[config.mk]
export PLATFORM = sky130hd
export DESIGN_NAME = window_gen_3x3
export DESIGN_NICKNAME = d
export VERILOG_FILES = /design/src/rtl/wg_pkg.sv /design/src/rtl/wg_line_buffer.sv /design/src/rtl/window_gen_3x3.sv
export SDC_FILE = /design/constraint.sdc
export NUM_CORES = 1
export LEC_CHECK = 0
export BUFFER_PORTS_ARGS = -buffer_cell sky130_fd_sc_hd__buf_4
export CELL_PAD_IN_SITES_DETAIL_PLACEMENT = 1
export CELL_PAD_IN_SITES_GLOBAL_PLACEMENT = 2
export CORE_MARGIN = 2
export CORE_UTILIZATION = 43
export CTS_BUF_LIST = sky130_fd_sc_hd__clkbuf_8
export DETAILED_ROUTE_END_ITERATION = 7
export PLACE_DENSITY_LB_ADDON = 0.12
export SYNTH_ARGS = -nofsm -noshare
export SYNTH_HDL_FRONTEND = slang
export SYNTH_SLANG_ARGS = --single-unit
[constraint.sdc]
create_clock -name clk -period 5.2 [get_ports clk]
set_clock_uncertainty 0.15 [all_clocks]
set_input_delay 0.26 -clock clk [delete_from_list [all_inputs] [get_ports clk]]
set_output_delay 0.26 -clock clk [all_outputs]
set_load 0.02 [all_outputs]
[src/rtl/wg_pkg.sv]
// Package shared by the 3x3 window generator.
//   wg_state_t : frame-level state (idle / streaming a frame)
//   WG_K       : window edge length
//   WG_NCELL   : cells per window
//   cell_idx   : cell number of window position (r,c); r0 = top row, c0 = left column
package wg_pkg;

    typedef enum logic {
        WG_IDLE = 1'b0,
        WG_RUN  = 1'b1
    } wg_state_t;

    localparam int WG_K     = 3;
    localparam int WG_NCELL = 9;

    function automatic int cell_idx(input int r, input int c);
        return r * WG_K + c;
    endfunction

endpackage

[src/rtl/wg_line_buffer.sv]
// One image-row line buffer.
// It is a DEPTH x WIDTH RAM with a single address.
// The read is combinational and returns the contents stored before any write in this cycle.
// A write to the same address is committed at the clock edge.
// Reading and rewriting a column in one cycle therefore yields the old pixel.
// Ports:
//   clk     in   clock, rising edge
//   we      in   write enable
//   addr    in   column address
//   wr_data in   pixel to store
//   rd_data out  pixel currently stored at addr (old data)
// The contents are never cleared.
module wg_line_buffer #(
    parameter int DEPTH = 32,
    parameter int WIDTH = 8,
    parameter int AW    = (DEPTH > 1) ? $clog2(DEPTH) : 1
) (
    input  logic             clk,
    input  logic             we,
    input  logic [AW-1:0]    addr,
    input  logic [WIDTH-1:0] wr_data,
    output logic [WIDTH-1:0] rd_data
);

    logic [WIDTH-1:0] mem [0:DEPTH-1];

    assign rd_data = mem[addr];

    always_ff @(posedge clk) begin
        if (we) begin
            mem[addr] <= wr_data;
        end
    end

endmodule

[src/rtl/window_gen_3x3.sv]
// Streaming 3x3 window generator.
// It accepts raster-order pixels and keeps the previous two rows in line buffers (lb0 = row-1, lb1 = row-2).
// It emits every complete 3x3 window, with no padding, one cycle after the pixel that completes it.
//
// Optional feature:
//   WG_STRIDE2_EN adds cfg_stride2. The value is latched at start.
//   When set, only windows whose top-left corner sits on even (row, col) are emitted.
//
// Ports:
//   clk, reset   clock (rising edge) and synchronous active-low reset
//   start        begin a frame; honoured only in idle
//   cfg_width    image width W, legal range 3..MAX_W
//   cfg_height   image height H, legal minimum 3
//   cfg_stride2  (WG_STRIDE2_EN only) emit on stride 2
//   pix_in       input pixel
//   pix_valid    input pixel is valid
//   pix_ready    the block can accept a pixel
//   hold         downstream stall input
//   win_out      packed window; cell r*3+c at [cell_bit*k +: cell_bit]
//   win_en       win_out valid pulse
//   frame_done   pulse after the last pixel of the frame
//   cfg_err      pulse when start is rejected for an illegal configuration
//   fsm_state    current frame state (observation only)
//
// Handshake:
//   A pixel transfers on a rising edge when pix_valid && pix_ready.
//   pix_ready is high only while a frame is running and hold is low.
//   pix_valid may be driven independently of pix_ready.
//   Without a transfer, all pipeline state holds and win_en stays low.
module window_gen_3x3
    import wg_pkg::*;
#(
    parameter int cell_bit = 8,
    parameter int N_cell   = 9,
    parameter int MAX_W    = 32,
    parameter int DIM_BIT  = 6
) (
    input  logic                       clk,
    input  logic                       reset,
    input  logic                       start,
    input  logic [DIM_BIT-1:0]         cfg_width,
    input  logic [DIM_BIT-1:0]         cfg_height,
`ifdef WG_STRIDE2_EN
    input  logic                       cfg_stride2,
`endif
    input  logic [cell_bit-1:0]        pix_in,
    input  logic                       pix_valid,
    output logic                       pix_ready,
    input  logic                       hold,
    output logic [cell_bit*N_cell-1:0] win_out,
    output logic                       win_en,
    output logic                       frame_done,
    output logic                       cfg_err,
    output wg_state_t                  fsm_state
);

    localparam int AW = (MAX_W > 1) ? $clog2(MAX_W) : 1;

    wg_state_t            state;
    logic [DIM_BIT-1:0]   col;
    logic [DIM_BIT-1:0]   row;
    logic [DIM_BIT-1:0]   w_reg;
    logic [DIM_BIT-1:0]   h_reg;

    // The two older columns of the current window.
    // The third, newest column comes straight from the line buffers and pix_in.
    logic [cell_bit-1:0]  sr      [0:1][0:WG_K-1];
    logic [cell_bit-1:0]  new_col [0:WG_K-1];
    logic [cell_bit-1:0]  lb0_rd;
    logic [cell_bit-1:0]  lb1_rd;

    logic                 accept;
    logic                 cfg_ok;
    logic                 col_last;
    logic                 row_last;
    logic                 in_window;
    logic [cell_bit*N_cell-1:0] win_next;

    assign pix_ready = (state == WG_RUN) && !hold;
    assign accept    = pix_valid && pix_ready;
    assign fsm_state = state;

    assign cfg_ok = (cfg_width >= DIM_BIT'(3)) && (cfg_width <= DIM_BIT'(MAX_W)) &&
                    (cfg_height >= DIM_BIT'(3));

    assign col_last = (col == w_reg - DIM_BIT'(1));
    assign row_last = (row == h_reg - DIM_BIT'(1));

`ifdef WG_STRIDE2_EN
    logic stride2;

    // (row-2) and (col-2) are even exactly when row and col are even.
    assign in_window = (row >= DIM_BIT'(2)) && (col >= DIM_BIT'(2)) &&
                       (!stride2 || (!row[0] && !col[0]));
`else
    // Windows that would straddle a row wrap are suppressed by the column gate.
    assign in_window = (row >= DIM_BIT'(2)) && (col >= DIM_BIT'(2));
`endif

    // Line buffer chain: the pixel leaving lb0 moves into lb1 at the same column.
    wg_line_buffer #(.DEPTH(MAX_W), .WIDTH(cell_bit), .AW(AW)) lb0 (
        .clk     (clk),
        .we      (accept),
        .addr    (col[AW-1:0]),
        .wr_data (pix_in),
        .rd_data (lb0_rd)
    );

    wg_line_buffer #(.DEPTH(MAX_W), .WIDTH(cell_bit), .AW(AW)) lb1 (
        .clk     (clk),
        .we      (accept),
        .addr    (col[AW-1:0]),
        .wr_data (lb0_rd),
        .rd_data (lb1_rd)
    );

    assign new_col[0] = lb1_rd;
    assign new_col[1] = lb0_rd;
    assign new_col[2] = pix_in;

    always_comb begin
        win_next = '0;
        for (int r = 0; r < WG_K; r++) begin
            for (int c = 0; c < 2; c++) begin
                win_next[cell_bit*cell_idx(r, c) +: cell_bit] = sr[c][r];
            end
            win_next[cell_bit*cell_idx(r, 2) +: cell_bit] = new_col[r];
        end
    end

    always_ff @(posedge clk) begin
        if (!reset) begin
            state      <= WG_IDLE;
            col        <= '0;
            row        <= '0;
            w_reg      <= '0;
            h_reg      <= '0;
            win_out    <= '0;
            win_en     <= 1'b0;
            frame_done <= 1'b0;
            cfg_err    <= 1'b0;
`ifdef WG_STRIDE2_EN
            stride2    <= 1'b0;
`endif
            for (int r = 0; r < WG_K; r++) begin
                sr[0][r] <= '0;
                sr[1][r] <= '0;
            end
        end else begin
            win_en     <= 1'b0;
            frame_done <= 1'b0;
            cfg_err    <= 1'b0;
            case (state)
                WG_IDLE: begin
                    if (start) begin
                        if (cfg_ok) begin
                            w_reg <= cfg_width;
                            h_reg <= cfg_height;
                            col   <= '0;
                            row   <= '0;
`ifdef WG_STRIDE2_EN
                            stride2 <= cfg_stride2;
`endif
                            state <= WG_RUN;
                        end else begin
                            cfg_err <= 1'b1;
                        end
                    end
                end
                WG_RUN: begin
                    if (accept) begin
                        for (int r = 0; r < WG_K; r++) begin
                            sr[0][r] <= sr[1][r];
                            sr[1][r] <= new_col[r];
                        end
                        if (in_window) begin
                            win_en  <= 1'b1;
                            win_out <= win_next;
                        end
                        if (col_last) begin
                            col <= '0;
                            row <= row + DIM_BIT'(1);
                        end else begin
                            col <= col + DIM_BIT'(1);
                        end
                        if (col_last && row_last) begin
                            frame_done <= 1'b1;
                            state      <= WG_IDLE;
                        end
                    end
                end
                default: state <= WG_IDLE;
            endcase
        end
    end

endmodule

==> run metrics, run 1 <==
clock root buffer clkbuf_8; period utilisation layout roughly 64%; # nets final around 1700; number of global-route vias before repair about 14000; Lkg Pwr roughly 9.8 nW; Die Width ~250 um; TritonRoute pass-1 iters 5; Power Total 10.4 mW; Post-synth top flop edfxtp_1; Reg2Reg Setup Slack between 1.5 and 2 ns; Final min period ~3.3 ns; Max Slew Vio Count 0; number of flops mapped to enable cells by yosys 560; Initial DRC Count roughly 1200; top cells by count, synth edfxtp_1, nand2_1, mux4_2; Largest regs lb0.mem: 256 flops, lb1.mem: 256 flops, win_out: 72 flops; Buffers on Ports 101; min-delay worst type in -> reg; Worst Reg-to-Reg Cells 5; Syn-to-layout area delta 15.0%; cells along the critical path buf_12, mux4_1, o22ai_1, or4_4, inv_1; R2R Path End lb1.mem[9][2]; total CTS buffers 109; CP Depth 5; Crit Path Category reg -> reg; CTS resizes 0; fill count about 5500; post-synthesis sequential area ratio 73.9%; Final TNS setup 0 ns; Placer Congestion 0.749; highest clock rate around 300 MHz; Max Cap Viol 0; cell row count 89; Hold Violations, Final 0; total grt overflow 0; Total Routed Length between 60000 and 70000 um; Avg Cell Area, Syn between 15 and 20 sq um; fraction of layout instances using a drive strength above 1 a little over a quarter; DR vias/cell 5.67; postcts setup bufs 0; Hold Path Stages 6; Yosys top cell by area edfxtp_1; WP buf/inv 2; Worst-Skew Late Latency around 0.72 ns; Die ar. 61500 sq um; DP Wirelength 38800 um; total core area 58900 sq um; Worst Path Max Fanout 53; register bit total from synthesis 665; Net Count, Synth 1464; CTS tree done; slowest CP cell inv_1; vias after detailed routing approximately 14000; VDD IR max ~0.29 mV; top cells by area, synth edfxtp_1, mux4_2, dfxtp_1, nand2_1, o22ai_1; GRT Util Overall between 20 and 25%; Slew HR between 20% and 30%; # setup viols final 0; Req. time, crit path around 5.4 ns; synthesized area between 20000 and 30000 sq um; top-area cell type share of the netlist area between 60% and 70%; power density cells 352 nW/um^2; largest net degree at the start of global routing between 70 and 80; Yosys cell types 55; RSZ-0062 raised after global routing no; CP peak stage delay 0.67 ns; initial antenna violation count 3; CP endpoint kind flip-flop; Worst EP arrival ~3.6 ns; Residual DRC 0; Critical Path End lb1.mem[9][2]; Mapped Cells approximately 1400; IO Count ~100; Routed Antenna Nets 0; htree depth 3; CTS clk-pin slew, worst paths 0.06 ns; Clock Sinks between 600 and 700; number of synthesis warnings 0; chip height 248 um; status complete, no violations; asr flop ratio synth 0%; first-pass GRT wire length roughly 100000 um; routed length per instance around 28 um; critical path startpoint category flip-flop; worst-margin pin slew approximately 1.1 ns; most frequent cell after synthesis edfxtp_1; Initial Util between 40% and 50%; Worst path top cell family by delay buffers and inverters; clk buf depth 3
-- per-layer routing --
layer / vias up / part of all wire (%) / global-route usage, %
met2: 474 / 48 / 36.5
li1: 6107 / - / -
met3: 109 / 7.3 / 6.06
met1: 7469 / 42 / 31.6
met4: 0 / 2.2 / 6.48
met5: - / 0 / 0
-- cell usage in the layout (no fill, tap or decap), types with 6 or more instances in the layout --
cell type      instances
edfxtp_1             560
and3_1                36
clkinv_2              14
o21ai_0                7
nand2_1              134
o21ai_2               16
inv_1                 55
mux2i_1               14
buf_4                147
nor2_1                70
clkinv_1              23
nand3b_1              11
xor2_1                 6
nand3_1               26
xnor2_1                7
mux4_1                14
clkbuf_8             117
dfxtp_1              103
or4_4                 16
mux4_2               114
ha_1                   8
a21oi_1               67
dlygate4sd3_1         22
o22ai_1               64
-- report_power, final --
part | internal, mW | switching (mW)
Sequential | 5.78 | 0.0199
Clock | 2.23 | 2.08
Combinational | 0.0914 | 0.153
Total | 8.10 | 2.25
-- repair_timing --
action	in CTS	in global routing
hold buffers	22	0
setup endpoints to repair	0	0
endpoints found under the hold margin	289	0
-- layout make-up --
| cell class | instances | area, sq um | area share (%) |
|---|---|---|---|
| Antenna cell | 3 | 7.51 | 0.0255 |
| Tap cell | 773 | 967 | 3.29 |
| Multi-Input combinational cell | 666 | 6040 | 20.5 |
| Clock inverter | 83 | 445 | 1.51 |
| Sequential cell | 665 | 18900 | 64.3 |
| Clock buffer | 117 | 1610 | 5.47 |
| Inverter | 19 | 71.3 | 0.242 |
| Timing Repair Buffer | 171 | 1360 | 4.63 |
-- worst min path at each step --
stage	from	endpoint	slack (ns)
2_1_floorplan	pix_in[0]	lb0.mem[0][0]	0.21
3_3_place_gp	win_out[26]	win_out[26]	0.29
3_5_place_dp	win_out[26]	win_out[26]	0.30
4_1_cts	hold	frame_done	0.05
5_1_grt	hold	frame_done	0.11
6_report	hold	frame_done	0.09
-- tightest hold or removal path: stages --
cell and delay (ns):
buf_4 0.08, nand3b_1 0.21, nor3_1 0.09, nand4b_1 0.11
or4_1 0.12, nor2_1 0.04
-- cell families (layout without fill, tap and decap cells) --
group	Yosys count	in the layout	share of synthesized area, %
XOR/XNOR	13	13	0.445
multiplexers	142	142	12.0
flip-flops	665	665	73.9
buffers and inverters	100	390	2.50
adder cells (fa/ha/maj)	8	8	0.391
AND/OR/NAND/NOR	331	331	6.50
AO/OA/AOI/OAI	172	172	4.21
other	0	3	0
-- per-stage QoR --
stage	setup slack (ns)	instance area (sq um)	hold WS (ns)	util [%]	std cells
6_report	1.85	29400	0.0913	50.0	2497
5_1_grt	1.61	29400	0.113	50.0	2497
4_1_cts	1.81	29400	0.0473	49.9	2494
3_5_place_dp	1.81	27100	0.301	46.1	2272
3_3_place_gp	1.93	27100	0.295	46.1	2272
2_1_floorplan	2.27	25600	0.209	-	1431
No activity file was read; power rests on OpenSTA's default activity.
==> run 2: changes to the inputs <==
ABC_AREA = 1   (was not set)
clock period = 3.15 ns   (was 5.2 ns; I/O delays follow)
==> run 2 against run 1 <==
  * Clock-buffer cell count decreased by 1
  * Non-clock buffer count increased by 94
  * Synthesized area increased by 4.4%
  * Die area increased by 4.3%
  * Critical endpoint is now w_reg[2]
  * Largest cell class unchanged
==> run metrics, run 2 <==
status complete, no violations; Hold Violations, Final 0 (unchanged); Max Cap Viol 0 (unchanged); htree depth 3 (unchanged); Clock Sinks 665 (unchanged); Residual DRC 0 (unchanged); Worst EP arrival 3.50 ns (-0.06 ns); min-delay worst type in -> reg; Worst-Skew Late Latency 0.72 ns (about the same); Routed Antenna Nets 0 (unchanged); synthesized area 26700 sq um (+4.4%); chip height 253 um (+2.1%); TritonRoute pass-1 iters 5 (unchanged); number of global-route vias before repair 19900 (+37%); # setup viols final 0 (unchanged); top cells by area, synth edfxtp_1, nand2_1, nand3_1, dfxtp_1, nor2_1; clk buf depth 3 (unchanged); top cells by count, synth nand2_1, edfxtp_1, nand3_1; Crit Path Category in -> reg; Req. time, crit path 3.60 ns (-1.82 ns); Initial Util 43.4% (-0.073 points); DR vias/cell 5.32 (-6.1%); Die ar. 64100 sq um (+4.3%); asr flop ratio synth 0% (unchanged); RSZ-0062 raised after global routing no; GRT Util Overall 25.1% (+2.0 points); Total Routed Length 79500 um (+15%); period utilisation layout between 90 and 100%; Worst Path Max Fanout 24 (-55%); Yosys cell types 34 (-38%); total core area 61600 sq um (+4.6%); Yosys top cell by area edfxtp_1; most common cell after layout, fill and taps aside nand2_1; first-pass GRT wire length 121000 um (+20%); most frequent cell after synthesis nand2_1; total grt overflow 0 (unchanged); cell row count 91 (+2.2%); highest clock rate 328 MHz; Buffers on Ports 101 (unchanged); Final min period 3.05 ns; total CTS buffers 112 (+2.8%); CTS clk-pin slew, worst paths 0.05 ns (about the same); critical path startpoint category input port; Final TNS setup 0 ns (unchanged); number of synthesis warnings 0 (unchanged); top-area cell type share of the netlist area 63.0% (-2.8 points); # nets final 2690 (+62%); largest net degree at the start of global routing 98 (+34%); Net Count, Synth 2455 (+68%); number of flops mapped to enable cells by yosys 560 (unchanged); Die Width 253 um (+2.1%); CTS tree done; post-synthesis sequential area ratio 70.8% (-3.1 points); CP endpoint kind flip-flop; commonest non-fill, non-tap cells in the layout nand2_1, edfxtp_1, nand3_1; Mapped Cells 2422 (+69%); worst-margin pin slew 0.935 ns (-0.160 ns); initial antenna violation count 2 (-1); Initial DRC Count 1308 (+7.4%); Lkg Pwr 12.0 nW (+23%); Placer Congestion 0.781 (+4.3%); Setup WS post-layout 0.100 ns (-1.75 ns); routed length per instance 22.2 um (-20%); vias after detailed routing 19100 (+35%); VDD IR max 0.347 mV (+19%); Max Slew Vio Count 0 (unchanged); register bit total from synthesis 665 (unchanged); Largest regs lb0.mem: 256 flops, lb1.mem: 256 flops, win_out: 72 flops; power density cells 574 nW/um^2 (+63%); pre-CTS setup slack 0.480 ns (-1.33 ns); Avg Cell Area, Syn 11.0 sq um (-38%); IO Count 102 (unchanged); DP Wirelength 47400 um (+22%); fraction of layout instances using a drive strength above 1 13.5% (-13 points); Slew HR 37.5% (+11 points); post-layout util 51.0% (+1.0 points); clock root buffer clkbuf_8; Post-synth top flop edfxtp_1; Syn-to-layout area delta 17.6%
## run 2: kinds of logic (layout without fill, tap and decap cells)
group                      count (synthesis)  after routing  share of synthesized area, %
and+or+nand+nor                         1301           1301                          20.5
DFF                                      665            665                          70.8
buffers and inverters                    232            557                          4.15
AOI/OAI and AO/OA                        209            209                          3.97
adders and majority gates                  8              8                         0.375
xor gates and xnor gates                   7              7                         0.230
other                                      0              2                             0
## run 2: layout make-up
class	count	area [sq um]
clock buffers	116	1600
well taps	837	1050
diodes	2	5.00
clock inverters	88	430
flip-flops and latches	665	18900
repair buffers	265	2340
multi-input cells	1525	6720
fillers	6587	30200
inverters	88	340
## run 2: routing by layer
| metal | part of all wire [%] | vias up | GRT usage (%) |
|---|---|---|---|
| met2 | 48 | 446 | 41.7 |
| met4 | 2.1 | 0 | 6.78 |
| met3 | 4.2 | 142 | 3.63 |
| li1 | - | 8830 | - |
| met5 | 0 | - | 0 |
| met1 | 46 | 9677 | 34.5 |
## run 2: metrics by stage
step	instances	area (sq um)	power, mW	hold slack (ns)
3_3_place_gp	3330	28800	11.1	0.306
4_1_cts	3583	31300	18.2	0.116
2_1_floorplan	2422	26700	10.6	0.106
3_5_place_dp	3330	28800	11.1	0.305
6_report	3586	31400	18.0	0.185
5_1_grt	3586	31400	18.7	0.173
## run 2: worst paths after layout
| path | from | endpoint | slack [ns] | depth (start not counted) |
|---|---|---|---|---|
| setup / recovery | cfg_width[4] | w_reg[2] | 0.10 | 12 |
| setup reg to reg | fsm_state | win_out[13] | 0.22 | 8 |
| hold / removal | cfg_width[0] | w_reg[0] | 0.19 | 4 |
| hold reg to reg | win_out[5] | win_out[5] | 0.33 | 2 |
## run 2: timing repair
action	4_1_cts	5_1_grt
hold buffers	49	0
gates resized for setup	0	10
endpoints found under the hold margin	312	0
setup buffers	0	1
endpoints found under the setup margin	0	14
## run 2: power breakdown
group          total [mW]  internal [mW]  leakage, nW  switching [mW]
registers            9.76           9.71         5.95          0.0463
clock network        7.04           3.56         1.19            3.48
logic                1.24          0.392         4.88           0.849
## run 2: worst max-delay path: stages
cell           delay [ns]
dlygate4sd3_1        0.55
buf_4                0.15
nor3_2               0.15
dlygate4sd3_1        0.56
nand2_1              0.09
a21oi_4              0.22
nand3_4              0.10
buf_12               0.17
o21ai_1              0.14
dlygate4sd3_1        0.58
a21oi_1              0.05
dlygate4sd3_1        0.57
==> run 3: changes to the inputs <==
CORE_UTILIZATION = 35   (was 43)
clock period = 3.4 ns   (was 3.15 ns; I/O delays follow)
==> run 3 against run 2 <==
  * Critical path depth fell by 2
  * Non-clock buffer count down 29
  * Wire length grew 5.4%
  * Global-route usage shrank 3.5 points
  * Clock power down 3%
  * Combinational power down 11%
  * Utilization decreased by 9.5 points
  * Setup slack gained 0.37 ns
  * Sequential cell count unchanged
  * Largest power group unchanged
  * Highest routed layer unchanged
==> run metrics, run 3 (synthesis gave the netlist of run 2 again) <==
status complete, no violations; DR vias/cell 5.07 (-4.9%); Die ar. 78500 sq um (+22%); power density cells 542 nW/um^2 (-5.6%); total grt overflow 0 (unchanged); clock root buffer clkbuf_8; commonest non-fill, non-tap cells in the layout nand2_1, edfxtp_1, nand3_1; # setup viols final 0 (unchanged); Worst Path Max Fanout 33 (+38%); number of global-route vias before repair 19700 (-1.1%); total core area 75700 sq um (+23%); Buffers on Ports 101 (unchanged); GRT Util Overall 21.6% (-3.5 points); Die Width 280 um (+11%); # nets final 2667 (-0.86%); IO Count 102 (unchanged); Routed Antenna Nets 0 (unchanged); CTS clk-pin slew, worst paths 0.06 ns (about the same); first-pass GRT wire length 126000 um (+4.5%); Final TNS setup 0 ns (unchanged); Initial DRC Count 1136 (-13%); Req. time, crit path 3.68 ns (+0.08 ns); Slew HR 28.8% (-8.7 points); CP peak stage delay 0.44 ns (-0.14 ns); Crit Path Category reg -> reg; critical path startpoint category flip-flop; htree depth 3 (unchanged); chip height 280 um (+11%); slowest CP cell dfxtp_4; most frequent CP cell nand2_1; RSZ-0062 raised after global routing no; worst-margin pin slew 1.06 ns (+0.129 ns); Syn-to-layout area delta 17.4%; Total Routed Length 83700 um (+5.4%); vias after detailed routing 18800 (-1.5%); clk buf depth 3 (unchanged); Hold Violations, Final 0 (unchanged); VDD IR max 0.287 mV (-17%); Clock Sinks 665 (unchanged); total CTS buffers 118 (+5.4%); routed length per instance 22.6 um (+1.8%); Lkg Pwr 11.9 nW (-0.76%); largest net degree at the start of global routing 121 (+23%); fraction of layout instances using a drive strength above 1 13.3% (-0.21 points); period utilisation layout around 86%; highest clock rate about 340 MHz; most common cell after layout, fill and taps aside nand2_1; cell row count 101 (+11%); Initial Util 35.3% (-8.1 points); min-delay worst type in -> reg; Max Slew Vio Count 0 (unchanged); fill count 8214 (+25%); TritonRoute pass-1 iters 5 (unchanged); DP Wirelength 48500 um (+2.3%); CTS tree done; initial antenna violation count 2 (unchanged); Residual DRC 0 (unchanged); Reg2Reg Setup Slack 0.47 ns (+0.25 ns); Hold Worst Slack 0.297 ns (+0.112 ns); Worst EP arrival 3.20 ns (-0.30 ns); CP endpoint kind flip-flop; Power Total 17.0 mW (-5.7%); Max Cap Viol 0 (unchanged); Worst-Skew Late Latency 0.73 ns (about the same); Largest regs lb0.mem: 256 flops, lb1.mem: 256 flops, win_out: 72 flops; Final min period 2.93 ns; Placer Congestion 0.762 (-2.5%); cells along the critical path inv_4, buf_4, nand3_1, nand3_1, nand2_1, nand2_1, nand2_1, o21ai_1, inv_1, buf_4
-- run 3: cell types whose count changed in the layout (fill, tap and decap cells not counted), moves of 2 or more --
cell and delta:
clkinv_2 +2, clkinvlp_4 -3, inv_1 +4, o21ai_1 -2
o21ai_0 +2, dlygate4sd3_1 -12, clkbuf_8 +12, buf_12 -7
buf_4 -11
-- run 3: metal layers --
layer	global-route usage [%]	routed length [um]
met3	3.15	3310
met5	0	0
met2	34.7	38800
met4	7.23	2340
met1	29.9	39200
-- run 3: final cells by class --
type	count	area, sq um	share of cell area (%)
Multi-Input combinational cell	1525	6690	21.3
Antenna cell	3	7.51	0.0239
Clock buffer	128	1760	5.62
Tap cell	978	1220	3.90
Inverter	88	339	1.08
Sequential cell	665	18900	60.3
Timing Repair Buffer	236	2010	6.39
Clock inverter	89	410	1.31
-- run 3: timing repair --
action / CTS / global route
endpoints found under the hold margin: 326 / 0
gates resized for setup: 0 / 1
hold buffers: 37 / 0
endpoints found under the setup margin: 0 / 2
buffers inserted: 0 / 0
-- run 3: power by group --
| group | total (mW) | internal [mW] | switching, mW |
|---|---|---|---|
| Sequential | 9.05 | 9.00 | 0.0459 |
| Clock | 6.86 | 3.52 | 3.34 |
| Combinational | 1.10 | 0.314 | 0.785 |
| Total | 17.0 | 12.8 | 4.17 |
-- run 3: worst paths after layout --
check	from	end	cells past startpoint
worst max-delay path	flip-flop	lb1.mem[24][6]	10
worst min-delay path	pix_in[0]	lb0.mem[4][0]	2
worst max register to register	flip-flop	lb1.mem[24][6]	10
worst min register to register	h_reg[5]	h_reg[5]	2
-- run 3: through the flow --
stage / area (sq um) / worst slack, ns / cells / util [%]
final: 31400 / 0.474 / 3712 / 41.4
after CTS: 31400 / 0.282 / 3709 / 41.4
after global routing: 31400 / 0.236 / 3711 / 41.4
after detailed placement: 28800 / 0.482 / 3455 / 38.1
after floorplan: 26700 / 0.829 / 2422 / -
after global placement: 28800 / 0.519 / 3455 / 38.1
-- run 3: worst max-delay path: cells and delay by family (launching register included) --
kind            cells  cell delay (ns)
simple gates        5             0.45
flops               1             0.44
buf+inv             4             1.16
compound gates      1             0.37
